`src/rtl/shift_serializer.sv`:
```
// shift_serializer: turns an N-bit parallel word into a serial bit stream
// with a valid strobe (shift_en) and an end-of-word pulse (word_done).
// A valid/ready handshake loads the word. An optional run of GAP idle
// cycles is inserted after each word.
`timescale 1ns/1ps

module shift_serializer #(
    parameter int N         = 3,  // word width, N >= 2
    parameter int GAP       = 0,  // idle cycles after each word, 0..255
    parameter bit LSB_FIRST = 1'b1
) (
    input  logic         clk,
    input  logic         reset_n,
    input  logic [N-1:0] data_in,
    input  logic         data_valid,
    output logic         data_ready,
    output logic         serial_out,
    output logic         shift_en,
    output logic         word_done,
    output logic         busy
);

    localparam int            CW       = $clog2(N);
    localparam logic [CW-1:0] CNT_LAST = CW'(N - 1);
    localparam bit            HAS_GAP  = (GAP > 0);
    localparam logic [7:0]    GAP_LAST = HAS_GAP ? 8'(GAP - 1) : 8'd0;

    typedef enum logic [1:0] {
        ST_IDLE,
        ST_SHIFT,
        ST_GAP
    } state_e;

    state_e        state_q, state_d;
    logic [CW-1:0] cnt_q, cnt_d;    // index of the bit on the line
    logic [7:0]    gap_q, gap_d;    // idle cycles already spent in ST_GAP
    logic [N-1:0]  hold_q, hold_d;  // word in flight, isolated from data_in
    logic          rdy_en_q;        // keeps data_ready low until the first edge after reset

    logic          last_bit;
    logic          xfer;
    logic [CW-1:0] bit_idx;

    assign last_bit = (state_q == ST_SHIFT) && (cnt_q == CNT_LAST);
    assign xfer     = data_valid && data_ready;
    assign bit_idx  = LSB_FIRST ? cnt_q : (CNT_LAST - cnt_q);

    // Outputs decode straight from state. An asynchronous reset of the
    // state therefore clears them at once, with no clock edge needed.
    assign shift_en   = (state_q == ST_SHIFT);
    assign word_done  = last_bit;
    assign busy       = (state_q != ST_IDLE);
    assign serial_out = shift_en && hold_q[bit_idx];
    // With no gap, the last bit cycle may accept the next word so words run back to back.
    assign data_ready = rdy_en_q && ((state_q == ST_IDLE) || (!HAS_GAP && last_bit));

    // Next-state logic: handshake loads, bit stepping, gap countdown.
    always_comb begin
        // NOTE: every signal gets a default before the case so no path leaves one unassigned (no latches).
        state_d = state_q;
        cnt_d   = cnt_q;
        gap_d   = gap_q;
        hold_d  = hold_q;
        unique case (state_q)
            ST_IDLE: begin
                if (xfer) begin
                    state_d = ST_SHIFT;
                    cnt_d   = '0;
                    hold_d  = data_in;
                end
            end
            ST_SHIFT: begin
                if (cnt_q == CNT_LAST) begin
                    if (HAS_GAP) begin
                        state_d = ST_GAP;
                        gap_d   = '0;
                    end else if (xfer) begin
                        cnt_d  = '0;
                        hold_d = data_in;
                    end else begin
                        state_d = ST_IDLE;
                    end
                end else begin
                    cnt_d = cnt_q + 1'b1;
                end
            end
            ST_GAP: begin
                if (gap_q == GAP_LAST) begin
                    state_d = ST_IDLE;
                end else begin
                    gap_d = gap_q + 1'b1;
                end
            end
            default: state_d = ST_IDLE;
        endcase
    end

    // State registers with asynchronous active-low reset.
    always_ff @(posedge clk or negedge reset_n) begin
        if (!reset_n) begin
            state_q  <= ST_IDLE;
            cnt_q    <= '0;
            gap_q    <= '0;
            // NOTE: the holding register is reset as well, so a discarded word never leaks out later.
            hold_q   <= '0;
            rdy_en_q <= 1'b0;
        end else begin
            // NOTE: non-blocking assignments so every register samples pre-edge values.
            state_q  <= state_d;
            cnt_q    <= cnt_d;
            gap_q    <= gap_d;
            hold_q   <= hold_d;
            rdy_en_q <= 1'b1;
        end
    end

endmodule

```
`config.mk`:
```
export PLATFORM = sky130hd
export DESIGN_NAME = shift_serializer
export DESIGN_NICKNAME = d
export VERILOG_FILES = /design/src/rtl/shift_serializer.sv
export SDC_FILE = /design/constraint.sdc
export NUM_CORES = 1
export LEC_CHECK = 0
export ABC_CLOCK_PERIOD_IN_PS = 1100
export BUFFER_PORTS_ARGS = -buffer_cell sky130_fd_sc_hd__buf_2
export CORE_AREA = 2 2 39 41
export DETAILED_ROUTE_END_ITERATION = 10
export DIE_AREA = 0 0 41 43
export PLACE_DENSITY = 0.51
export RECOVER_POWER = 25
export SLEW_MARGIN = 10
export SYNTH_ARGS = -nofsm -noshare
export SYNTH_HDL_FRONTEND = slang
export SYNTH_SLANG_ARGS = --single-unit
```
`constraint.sdc`:
```
create_clock -name clk -period 1.1 [get_ports clk]
set_input_delay 0.165 -clock clk [delete_from_list [all_inputs] [get_ports clk]]
set_output_delay 0.165 -clock clk [all_outputs]
set_load 0.05 [all_outputs]
```
==> results.cfg <==
[grt]
grt_pass1_vias = 295
globalRouteOverflowTotal = 0
pin_count_of_the_biggest_net_entering_global_routing = 8
antenna_found_initial = 0
track_usage_pct = 9.24
grt_pass1_wl_mm = 1.08

[critical_path]
critPathCapture = serial_out
critical_path.startpoint = bit_idx[0]
type_of_destination_of_the_critical_path = primary output
r2r_slack_ns = -0.12
critPathKind = reg -> out
setup.worst_path.start_class = flop
reg2regPathDepth = 3
worst_path_required_time_ns = 0.94
critPathMaxFanout = 5
timing.rr.start = bit_idx[0]
cp.arrival_ns = 1.24
critical_path.reg2reg.endpoint = hold_q[1]

[power_and_ir_drop]
power_frac_seq_pct = 25.3
power.total_mw = 2.02
switching_part_of_the_total_power_pct = 42.2
vdd.ir_drop.worst_mv = 1.19
power_report.internal_total_mw = 1.17
clkPwrFrac_pct = 10.9
cellLeakagePower_nw = 0.273
combinationalPowerShare_pct = 63.8
power.switching_mw = 0.853
power_density_mw_per_mm2 = 3460

[final_layout]
num-fill-cells = 145
footprint_of_the_multi_input_gates_um2 = 189
antenna_diode_instance_count = 0
layout.nets = 60
finish.cell_count_without_fillers = 69
flow.area_growth_from_synthesis_pct = 68.0
final_layout_size_suffix_gt1_share_pct = 64.2
seq_area_um2 = 176

[clocking]
clk_transition_reported_paths_ns = 0.05
cts.sink_count = 7
cts_tree = done
ctsLongestPathBuffers = 2
numCtsBuffers = 3
cts_root_buf = sky130_fd_sc_hd__clkbuf_4
clk-insertion-delay-late_ns = 0.24
cts.htree.levels = 1

[synth]
syn-cell-area_um2 = 348
synth_async_sr_flop_share_pct = 100
synth_area_leaders = sky130_fd_sc_hd__dfrtp_1 (50%), sky130_fd_sc_hd__mux2_4 (13%), sky130_fd_sc_hd__a21oi_4 (4.7%)
flops_latches_synth = 7
synth_cells = 30
yosysWarnings = 0
synth_ff_type = sky130_fd_sc_hd__dfrtp_1
synth_top_cell_area_share_pct = 50.4
synth_seq_area_share_pct = 50.4
post_synth_most_frequent_cells = sky130_fd_sc_hd__dfrtp_1 (7), sky130_fd_sc_hd__nand2_1 (4), sky130_fd_sc_hd__mux2_4 (3), sky130_fd_sc_hd__o21ai_0 (3)
synth_top_cell_by_area = sky130_fd_sc_hd__dfrtp_1
post-synth-top-count-cell = sky130_fd_sc_hd__dfrtp_1
postSynthAreaPerCell_um2 = 11.6
netlist-cell-type-count = 17
synthesized_netlist_net_count = 36
synth-edff-count = 0

[sta]
fin_crit_sh_pct = 128
holdWs_ns = 0.152
final_period_minus_worst_setup_slack_ns = 1.40
skew_ns = 0.000309
slew_viol_final = 0
post-route-worst-setup-slack_ns = -0.304
hold_violations = 0
max_freq_mhz = 712
finalSetupViolCount = 8
rsz0062_at_grt = true
timing.setup.tns_ns = -1.22

[drt]
antenna_left = 0
detailedRoute.firstIterationViolations = 2
route.detailed.vias_per_inst = 3.99
drtPass1Iterations = 2
vias = 275
drc_errors = 0
detail_route.wl_per_cell_um = 9.09
finalWirelength_um = 627

[placed_design]
place_ws_ns = -0.141
portBuffers = 10
gp_congestion = 0.629
detailed_place_hpwl_um = 486
placed_cells_incl_taps = 61

[die]
fp-row-count = 14
core_area_mm2 = 0.00138
die-area_mm2 = 0.00176
floorplan.die.width_um = 41
io_pins = 11
floorplan.initialDensity_pct = 25.1
dieHeight_um = 43

[outcome]
run_status = finished with violations
violations = setup timing

[flow_run]
timing.max_cap.violations = 0

[min_path]
min-delay-path-class = in -> reg
worst min path at each step:
stage               start          to  slack [ns]  depth (start not counted)
4_1_cts        data_in[0]   hold_q[0]        0.14                          2
5_1_grt        data_in[0]   hold_q[0]        0.14                          2
3_5_place_dp      reset_n    rdy_en_q       0.004                          1
6_report       data_in[0]   hold_q[0]        0.15                          2
3_3_place_gp      reset_n    rdy_en_q       0.004                          1
2_1_floorplan     reset_n  bit_idx[0]       -0.13                          0
placed cells by master (no fill, tap or decap):
cell type                       Yosys  final
sky130_fd_sc_hd__a21oi_4            1      2
sky130_fd_sc_hd__and2_4             0      1
sky130_fd_sc_hd__and2b_2            1      1
sky130_fd_sc_hd__buf_2              0      4
sky130_fd_sc_hd__buf_4              1      7
sky130_fd_sc_hd__buf_6              0      6
sky130_fd_sc_hd__buf_8              0      1
sky130_fd_sc_hd__clkbuf_1           0      2
sky130_fd_sc_hd__clkbuf_4           0      3
sky130_fd_sc_hd__conb_1             1      1
sky130_fd_sc_hd__dfrtp_1            7      6
sky130_fd_sc_hd__dfrtp_2            0      1
sky130_fd_sc_hd__dlygate4sd3_1      0      1
sky130_fd_sc_hd__inv_2              0      1
sky130_fd_sc_hd__mux2_4             3      3
sky130_fd_sc_hd__mux2i_1            1      1
sky130_fd_sc_hd__nand2_1            4      3
sky130_fd_sc_hd__nand2_2            0      1
sky130_fd_sc_hd__nand2b_1           1      1
sky130_fd_sc_hd__nand2b_4           1      1
sky130_fd_sc_hd__nand3_1            1      1
sky130_fd_sc_hd__nand3b_1           1      1
sky130_fd_sc_hd__nor2_4             0      1
sky130_fd_sc_hd__o21ai_0            3      2
sky130_fd_sc_hd__o21ai_2            0      1
state kept, by name, indices dropped and copies added, names as in the netlist:
signal    count
state_q       1
bit_idx       2
rdy_en_q      1
hold_q        3
cell type report:
type / instances / share of cell area (%)
multi-input cells: 21 / 32.3
flip-flops and latches: 7 / 30.2
repair buffers: 20 / 28.9
clock buffers: 4 / 4.50
well taps: 16 / 3.43
inverters: 1 / 0.642
power groups by stage:
stage          combinational [mW]  sequential [mW]  clock (mW)
4_1_cts                      1.27            0.512       0.231
3_5_place_dp                 1.05            0.506           0
6_report                     1.29            0.511       0.221
5_1_grt                      1.37            0.525       0.254
3_3_place_gp                 1.04            0.509           0
2_1_floorplan               0.731            0.545           0
layer usage:
metal  share of wire (%)  GRT usage [%]  wire length, µm  vias up
met2                  59           15.6              372        5
li1                    -              -                -      143
met5                   0              0                0        -
met3                 4.3           1.57               27        0
met1                  36           9.67              226      127
met4                   0           6.00                0        0
logic make-up (layout without fill, tap and decap cells):
kind of cell	Yosys count	in the layout	share of synthesized area, %
AND/OR/NAND/NOR	11	11	19.1
flip-flops	7	7	50.4
AO/OA/AOI/OAI	5	5	10.4
multiplexers	4	4	15.8
buffers and inverters	2	25	3.24
other	1	1	1.08
critical path, cell delays in order (launching register included):
cell and delay, ns:
sky130_fd_sc_hd__dfrtp_1 0.41, sky130_fd_sc_hd__and2b_2 0.24, sky130_fd_sc_hd__o21ai_2 0.16, sky130_fd_sc_hd__a21oi_4 0.04
sky130_fd_sc_hd__buf_6 0.15
stage by stage:
step	util (%)	instance area (µm²)
floorplan	-	374
global placement	34.8	482
finish	42.2	584
global route	42.2	584
CTS	41.5	574
detailed placement	34.8	482
timing repair:
item,CTS,global route
endpoints found under the hold margin,7,0
pin swaps,4,1
cloned,0,0
gates resized for setup,13,1
endpoints found under the setup margin,8,8
buffers inserted,2,1
hold buffers,1,0
Note: power is estimated with default switching activity, not from simulation.
